===== src/rtl/vote_session_ctrl.sv =====
// rtl/vote_session_ctrl.sv - single-session ballot counter with serial winner scan
//
// Purpose: opens a poll, accepts one ballot per vote_valid assertion, counts
// per-candidate tallies (saturating), then scans the tallies one candidate per
// cycle to produce winner flags (all ties flagged) and the winning count.
//
// Ports:
//   clk, rst            clock; synchronous active-high reset
//   start, close        open the polls (IDLE/DONE) / close the polls (OPEN)
//   vote_valid,vote_sel ballot presented and its candidate index
//   vote_ready          ballot accept window
//   reject              one-cycle pulse for a refused ballot
//   rd_sel, rd_count    combinational tally read port
//   state               IDLE=0, OPEN=1, TALLY=2, DONE=3
//   win, win_num        winner flags (MSB = candidate 0) and winning count
//   result_valid        win/win_num are final

module vote_session_ctrl #(
   parameter int NCAND = 5
) (
   input  logic              clk,
   input  logic              rst,
   input  logic              start,
   input  logic              close,
   input  logic              vote_valid,
   input  logic [2:0]        vote_sel,
   output logic              vote_ready,
   output logic              reject,
   input  logic [2:0]        rd_sel,
   output logic [31:0]       rd_count,
   output logic [1:0]        state,
   output logic [NCAND-1:0]  win,
   output logic [31:0]       win_num,
   output logic              result_valid
);

   typedef enum logic [1:0] {
      S_IDLE  = 2'd0,
      S_OPEN  = 2'd1,
      S_TALLY = 2'd2,
      S_DONE  = 2'd3
   } state_t;

   localparam logic [2:0] LAST = 3'(NCAND - 1);

   state_t                  state_q, state_d;
   logic [NCAND-1:0][31:0]  tally_q;
   logic                    arm_q;
   logic                    vv_q;
   logic                    reject_q;
   logic [2:0]              scan_q;
   logic [31:0]             max_q;
   logic [NCAND-1:0]        mask_q;
   logic [NCAND-1:0]        win_q;
   logic [31:0]             win_num_q;
   logic                    rv_q;

   logic                    sel_ok;
   logic                    handshake;
   logic                    accept;
   logic                    bad_sel;
   logic                    stray_rise;
   logic                    do_start;
   logic                    last_scan;
   logic [31:0]             cur;
   logic [NCAND-1:0]        onehot;
   logic [31:0]             max_d;
   logic [NCAND-1:0]        mask_d;

   assign sel_ok     = int'(vote_sel) < NCAND;
   assign handshake  = vote_valid & vote_ready;
   assign accept     = handshake & sel_ok;
   assign bad_sel    = handshake & ~sel_ok;
   // A ballot offered while the polls are not open is refused once, on its rising edge.
   assign stray_rise = vote_valid & ~vv_q & (state_q != S_OPEN);
   assign do_start   = start & ((state_q == S_IDLE) | (state_q == S_DONE));
   assign last_scan  = (scan_q == LAST);

   assign state        = state_q;
   assign reject       = reject_q;
   assign win          = win_q;
   assign win_num      = win_num_q;
   assign result_valid = rv_q;
   assign rd_count     = (int'(rd_sel) < NCAND) ? tally_q[rd_sel] : 32'd0;

   // One step of the winner scan. Candidate 0 maps to the MSB of the flags.
   always_comb begin
      cur    = (int'(scan_q) < NCAND) ? tally_q[scan_q] : 32'd0;
      onehot = {{(NCAND-1){1'b0}}, 1'b1} << (LAST - scan_q);
      max_d  = max_q;
      mask_d = mask_q;
      if (cur > max_q) begin
         max_d  = cur;
         mask_d = onehot;
      end else if (cur == max_q) begin
         mask_d = mask_q | onehot;
      end
   end

   always_ff @(posedge clk) begin
      if (rst) state_q <= S_IDLE;
      else     state_q <= state_d;
   end

   always_comb begin
      state_d    = state_q;
      vote_ready = (state_q == S_OPEN) & arm_q;
      case (state_q)
         S_IDLE:  if (start) state_d = S_OPEN;
         S_OPEN:  if (close) state_d = S_TALLY;
         S_TALLY: if (last_scan) state_d = S_DONE;
         S_DONE:  if (start) state_d = S_OPEN;
         default: state_d = S_IDLE;
      endcase
   end

   always_ff @(posedge clk) begin
      if (rst) begin
         tally_q   <= '0;
         arm_q     <= 1'b0;
         vv_q      <= 1'b0;
         reject_q  <= 1'b0;
         scan_q    <= 3'd0;
         max_q     <= 32'd0;
         mask_q    <= '0;
         win_q     <= '0;
         win_num_q <= 32'd0;
         rv_q      <= 1'b0;
      end else begin
         vv_q     <= vote_valid;
         reject_q <= bad_sel | stray_rise;

         // Re-arm only after vote_valid is seen low, so a held ballot counts once.
         if (state_q != S_OPEN)        arm_q <= 1'b0;
         else if (handshake)           arm_q <= 1'b0;
         else if (!vote_valid)         arm_q <= 1'b1;

         if (do_start) begin
            tally_q   <= '0;
            win_q     <= '0;
            win_num_q <= 32'd0;
            rv_q      <= 1'b0;
         end

         if (state_q == S_OPEN) begin
            if (accept && tally_q[vote_sel] != 32'hFFFF_FFFF)
               tally_q[vote_sel] <= tally_q[vote_sel] + 32'd1;
            if (close) begin
               scan_q <= 3'd0;
               max_q  <= 32'd0;
               mask_q <= '0;
            end
         end

         if (state_q == S_TALLY) begin
            scan_q <= scan_q + 3'd1;
            max_q  <= max_d;
            mask_q <= mask_d;
            if (last_scan) begin
               scan_q    <= 3'd0;
               win_q     <= mask_d;
               win_num_q <= max_d;
               rv_q      <= 1'b1;
            end
         end
      end
   end

endmodule


===== config.mk =====
export PLATFORM = sky130hd
export DESIGN_NAME = vote_session_ctrl
export DESIGN_NICKNAME = d
export VERILOG_FILES = /design/src/rtl/vote_session_ctrl.sv
export SDC_FILE = /design/constraint.sdc
export NUM_CORES = 1
export LEC_CHECK = 0
export CORE_MARGIN = 5
export CORE_UTILIZATION = 50
export CTS_BUF_LIST = sky130_fd_sc_hd__clkbuf_4
export DETAILED_ROUTE_END_ITERATION = 8
export PLACE_DENSITY = 0.72
export SYNTH_ARGS = -nofsm -noshare
export SYNTH_HDL_FRONTEND = slang
export SYNTH_SLANG_ARGS = --single-unit

===== constraint.sdc =====
create_clock -name clk -period 7.4 [get_ports clk]
set_clock_uncertainty 0.1 [all_clocks]
set_input_delay 1.11 -clock clk [delete_from_list [all_inputs] [get_ports clk]]
set_output_delay 1.11 -clock clk [all_outputs]
set_load 0.05 [all_outputs]

# Yosys cells after proc, flatten, opt, wreduce, memory -nomap -nowiden
# Cells that the tools add are included.
# word_totals
ff_bits	243
input_bits	11
output_inout_bits	74
wordCells	99
# op_classes
add_sub_neg	3
n_lt_le_gt_ge	8
eq_ne	10
shifts	1
n_mux	41
bitwise	12
n_reduce_logical	9
# ops
op	count
$mux 160	4
$mux 32	13
$bmux 32 s3	3
$bwmux 160	1
$demux 32 s3	1
$mux 5	8
$add 32x1->32 const B	1
$eq 32x32->1	1
$gt 32x32->1	1
$ne 32x32->1 const B	1
$lt 3x4->1 const B	3
$mux 3	4
$lt 3x3->1 const B	3
$and 1x1->1	7
$mux 2	3
$pmux 2 s3	1
$or 5x5->5	1
$shl 1x3->5 const A	1
$eq 2x2->1 const B	2
$ne 2x1->1 const B	2
$ne 2x2->1 const B	2
$reduce_bool 2->1	2
$add 3x1->3 const B	1
$eq 3x3->1 const B	1
other kinds (12)	17

# Logic depth before layout (Yosys ltp)
# logic_depth
depth_word	8
ltp_mapped	18
mapped_depth_nobuf	12

# Worst setup path before layout
# No wires, ideal clock.
# synth_timing
path_type	reg-to-reg
startpoint	register scan_q[0]
endpoint	register max_q[10]
setup_ps	136
arrival_time_ps	4322
t_required_ps	7164
slack_ps	2843
stages_incl_launch_ff	15
path_buffers	4
period_less_slack_ps	4557
path_cell_list	dfxtp_1 > clkbuf_1 > clkbuf_1 > mux4_2 > a22o_1 > ha_1 > nand4_1 > nor4_1 > nand3_1 > and2_1 > a22o_1 > clkbuf_1 > nor2_1 > clkbuf_1 > o32ai_1
# synth_between
elab_chain_cells	6
elab_cells_between_ends	7
cone_classes	2 x order compare; 5 x mux
# synth_rtl
item	line_no	text
start: declaration	51	logic [2:0] scan_q;
start signal: assignment	156	scan_q <= scan_q + 3'd1;
$bmux 32 s3	88	cur = (int'(scan_q) < NCAND) ? tally_q[scan_q] : 32'd0;
$mux 32 (not written as such)	88	
$mux 32 (*)	88	
$gt 32x32->1	92	if (cur > max_q) begin
$mux 32 (*)	92	
$mux 32 (*)	155	if (state_q == S_TALLY) begin
end signal: assignment	157	max_q <= max_d;
end: declaration	52	logic [31:0] max_q;
# Every way passes the cells marked *; elsewhere a longest branch is shown, timed or not. The select of a mux whose other input is x is not followed.
# A chain may end at the register's enable or synchronous reset.

# Worst setup path in the final report
# layout_timing
startpoint	register scan_q[0]
endpoint	register win_num_q[14], in the netlist win_num[14]
# layout_between
elab_chain_cells	7
elab_cells_between_ends	9
cone_classes	2 x order compare; 1 x eq/ne; 6 x mux
# layout_rtl
item	line_no	text
$bmux 32 s3	88	
$mux 32 (not written as such)	88	
$mux 32	88	
$gt 32x32->1	92	
$mux 32	92	
$mux 32 (*)	159	if (last_scan) begin
$mux 32 (*)	155	
end signal: assignment	162	win_num_q <= max_d;
end: declaration	55	logic [31:0] win_num_q;
# Marks and branches as above.

==> flow_summary.ini <==
[setup_path]
startpoint = scan_q[0]
reg2reg_slack_ns = 1.58
crit_fanout = 31
r2r-start = scan_q[0]
r2r_end = win_num[14]
r2r_cells = 12
cp.arrival_ns = 6.26
end_kind = register
cp.required_ns = 7.84
start_kind = register
critPathMaxStageDelay_ns = 1.06
crit_slowest_cell = dfxtp_2
critPathKind = register to register
path_cells = buf_4 -> mux4_2 -> a22o_1 -> ha_1 -> nand4_1 -> nor4_1 -> nand3_1 -> and2_1 -> a22oi_1 -> nand2_1 -> a21oi_1 -> o21ai_0

[sta]
min_period_ns = 5.82
tns_ns = 0
setup_viol = 0
maxSlewViolCount = 0
fin_crit_sh_pct = 78.7
rsz0062_at_grt = false
max_freq_mhz = 172
hold_viol = 0
worst_pin_slew_ns = 1.13
max_slew_margin_pct = 24.6

[min_path]
min_to = win_num[15]
hp-start = win_num[15]
hold_depth = 2
hp-class = register to register

[pwr]
power.leakage_nw = 5.73
powerDensity_nw_per_um2 = 189
peakVddDrop_v = 0.000137

[layout]
final_cell_mix = 241 x dfxtp_1, 192 x a21oi_1, 164 x nand2_1
syn_to_final_growth_pct = 12.0
nets = 1777
fin_area_um2 = 16400
final_common_cell = dfxtp_1
drive_gt1_share_pct = 13.7

[synth]
async_reset_ff_share_pct = 0
yosysUniqueCellTypes = 77
syn_nets = 1737
ys_top_cells_by_area = dfxtp_1 33%, mux2i_1 6.9%, a21oi_1 6.6%, mux4_2 5.7%, nand2_1 4.2%
syn_area_um2 = 14600
synthCells = 1684
syn_area_per_cell_um2 = 8.69
synth_top_area_share_pct = 33.2
yosys_most_used_dff = dfxtp_1
yosys.area.top_type = dfxtp_1
ys_seq_elements = 243
ys_warn_count = 0
synth_edf_count = 0
ys_seq_area_share_pct = 33.2

[floorplanning]
start_util_pct = 50.9
die-area_um2 = 32800
pin_count = 85
rows = 62
die_h_um = 181
core_area_um2 = 28800
dieWidth_um = 181

[place]
place_hpwl_um = 30300
portBuffers = 84
gp_congestion = 0.959
place_area_um2 = 15500

[clock_tree]
clock_sinks = 243
tritoncts = done
clock-root-buffer = clkbuf_4
cts_resized = 0
cts_buffers = 68
worstSkewPairLatency_ns = 0.68
cts.htree.levels = 3
cts_hold_buf = 0
path_clk_slew_ns = 0.06
clockBufferDepth = 3
cts_setup_buffers = 0

[route]
post_drt_wl_per_cell_um = 21.6
ant_nets = 0
drcViolationCount = 1
drtPass1Iterations = 9
drt_iter0_markers = 1692
wl_um = 46600
num_vias = 13900
viasPerCell = 6.45

[global_routing]
grt_pass1_vias = 13300
antenna_found_initial = 1
grt_usage_pct = 27.0
grt_max_degree = 102
grt_remaining_overflow = 0
grt_pass1_wl_um = 72700

[status]
run_status = finished with violations
violations = DRC

[job]
drv_cap = 0
## routing by layer
metal	wire length (µm)	GRT usage, %
met5	0	0
met4	1310	9.91
met3	5140	8.51
met2	21000	41.6
met1	19200	35.7
## worst max path at each step
stage                              to  slack, ns
after floorplan             max_q[10]       2.84
after global placement    win_num[14]       1.79
after detailed placement  win_num[12]       1.61
after CTS                 win_num[12]       1.61
after global routing      win_num[27]       1.17
final                     win_num[14]       1.58
## sequential cells by signal (all words and copies together) (netlist names)
register,flops
tally_q,160
max_q,32
win_num,32
mask_q,5
win,5
scan_q,3
state,2
arm_q,1
reject,1
result_valid,1
vv_q,1
## stage by stage
stage / std cells / setup slack (ns) / total power (W) / hold slack (ns) / utilization (%)
final: 2156 / 1.58 / 0.00309 / 0.349 / 57.0
after global routing: 2156 / 1.17 / 0.00321 / 0.377 / 57.0
after CTS: 2155 / 1.61 / 0.00311 / 0.357 / 56.9
after detailed placement: 2038 / 1.61 / 0.00182 / 0.341 / 53.9
after global placement: 2038 / 1.79 / 0.00182 / 0.334 / 53.9
after floorplan: 1684 / 2.84 / 0.00170 / 0.350 / -
## Yosys cell counts, types with 14 or more instances
master	number
dfxtp_1	243
o21ai_0	58
ha_1	42
nand2_1	165
inv_1	48
a22o_1	56
a21o_1	18
o32ai_1	32
nand3_1	114
mux4_2	37
nor3_1	42
buf_4	15
buf_2	25
o2bb2ai_1	32
nand2b_1	18
clkbuf_1	85
o22ai_1	43
nor2_1	75
xor2_1	14
a21oi_1	193
mux2i_1	101
## cells by family (layout without fill, tap and decap cells)
group | after synthesis | in the layout | share of synthesized area (%)
and+or+nand+nor | 525 | 525 | 18.4
DFF | 243 | 243 | 33.2
other | 0 | 1 | 0
AOI/OAI and AO/OA | 506 | 506 | 23.6
buffers and inverters | 192 | 279 | 6.04
adders and majority gates | 42 | 42 | 3.59
muxes | 151 | 151 | 13.6
xor gates and xnor gates | 25 | 25 | 1.50
## power by group
part | switching (W) | internal (W)
registers | 0.0000225 | 0.00132
logic | 0.000359 | 0.000108
clock network | 0.000576 | 0.000712
## worst max-delay path: cells and delay by family (launching register included)
family | cells | cell delay, ns
AND/OR/NAND/NOR | 5 | 2.02
AO/OA/AOI/OAI | 4 | 1.15
flip-flops | 1 | 1.06
multiplexers | 1 | 0.55
buffers and inverters | 1 | 0.44
adder cells (fa/ha/maj) | 1 | 0.35
## final cells by class
| cell class | count | area [µm²] |
|---|---|---|
| inverters | 48 | 180 |
| well taps | 384 | 480 |
| repair buffers | 114 | 1050 |
| fillers | 2658 | 12400 |
| multi-input cells | 1249 | 8930 |
| flip-flops and latches | 243 | 4870 |
| diodes | 1 | 2.50 |
| clock inverters | 12 | 100 |
| clock buffers | 105 | 788 |
(Power assumes the default switching activity.)
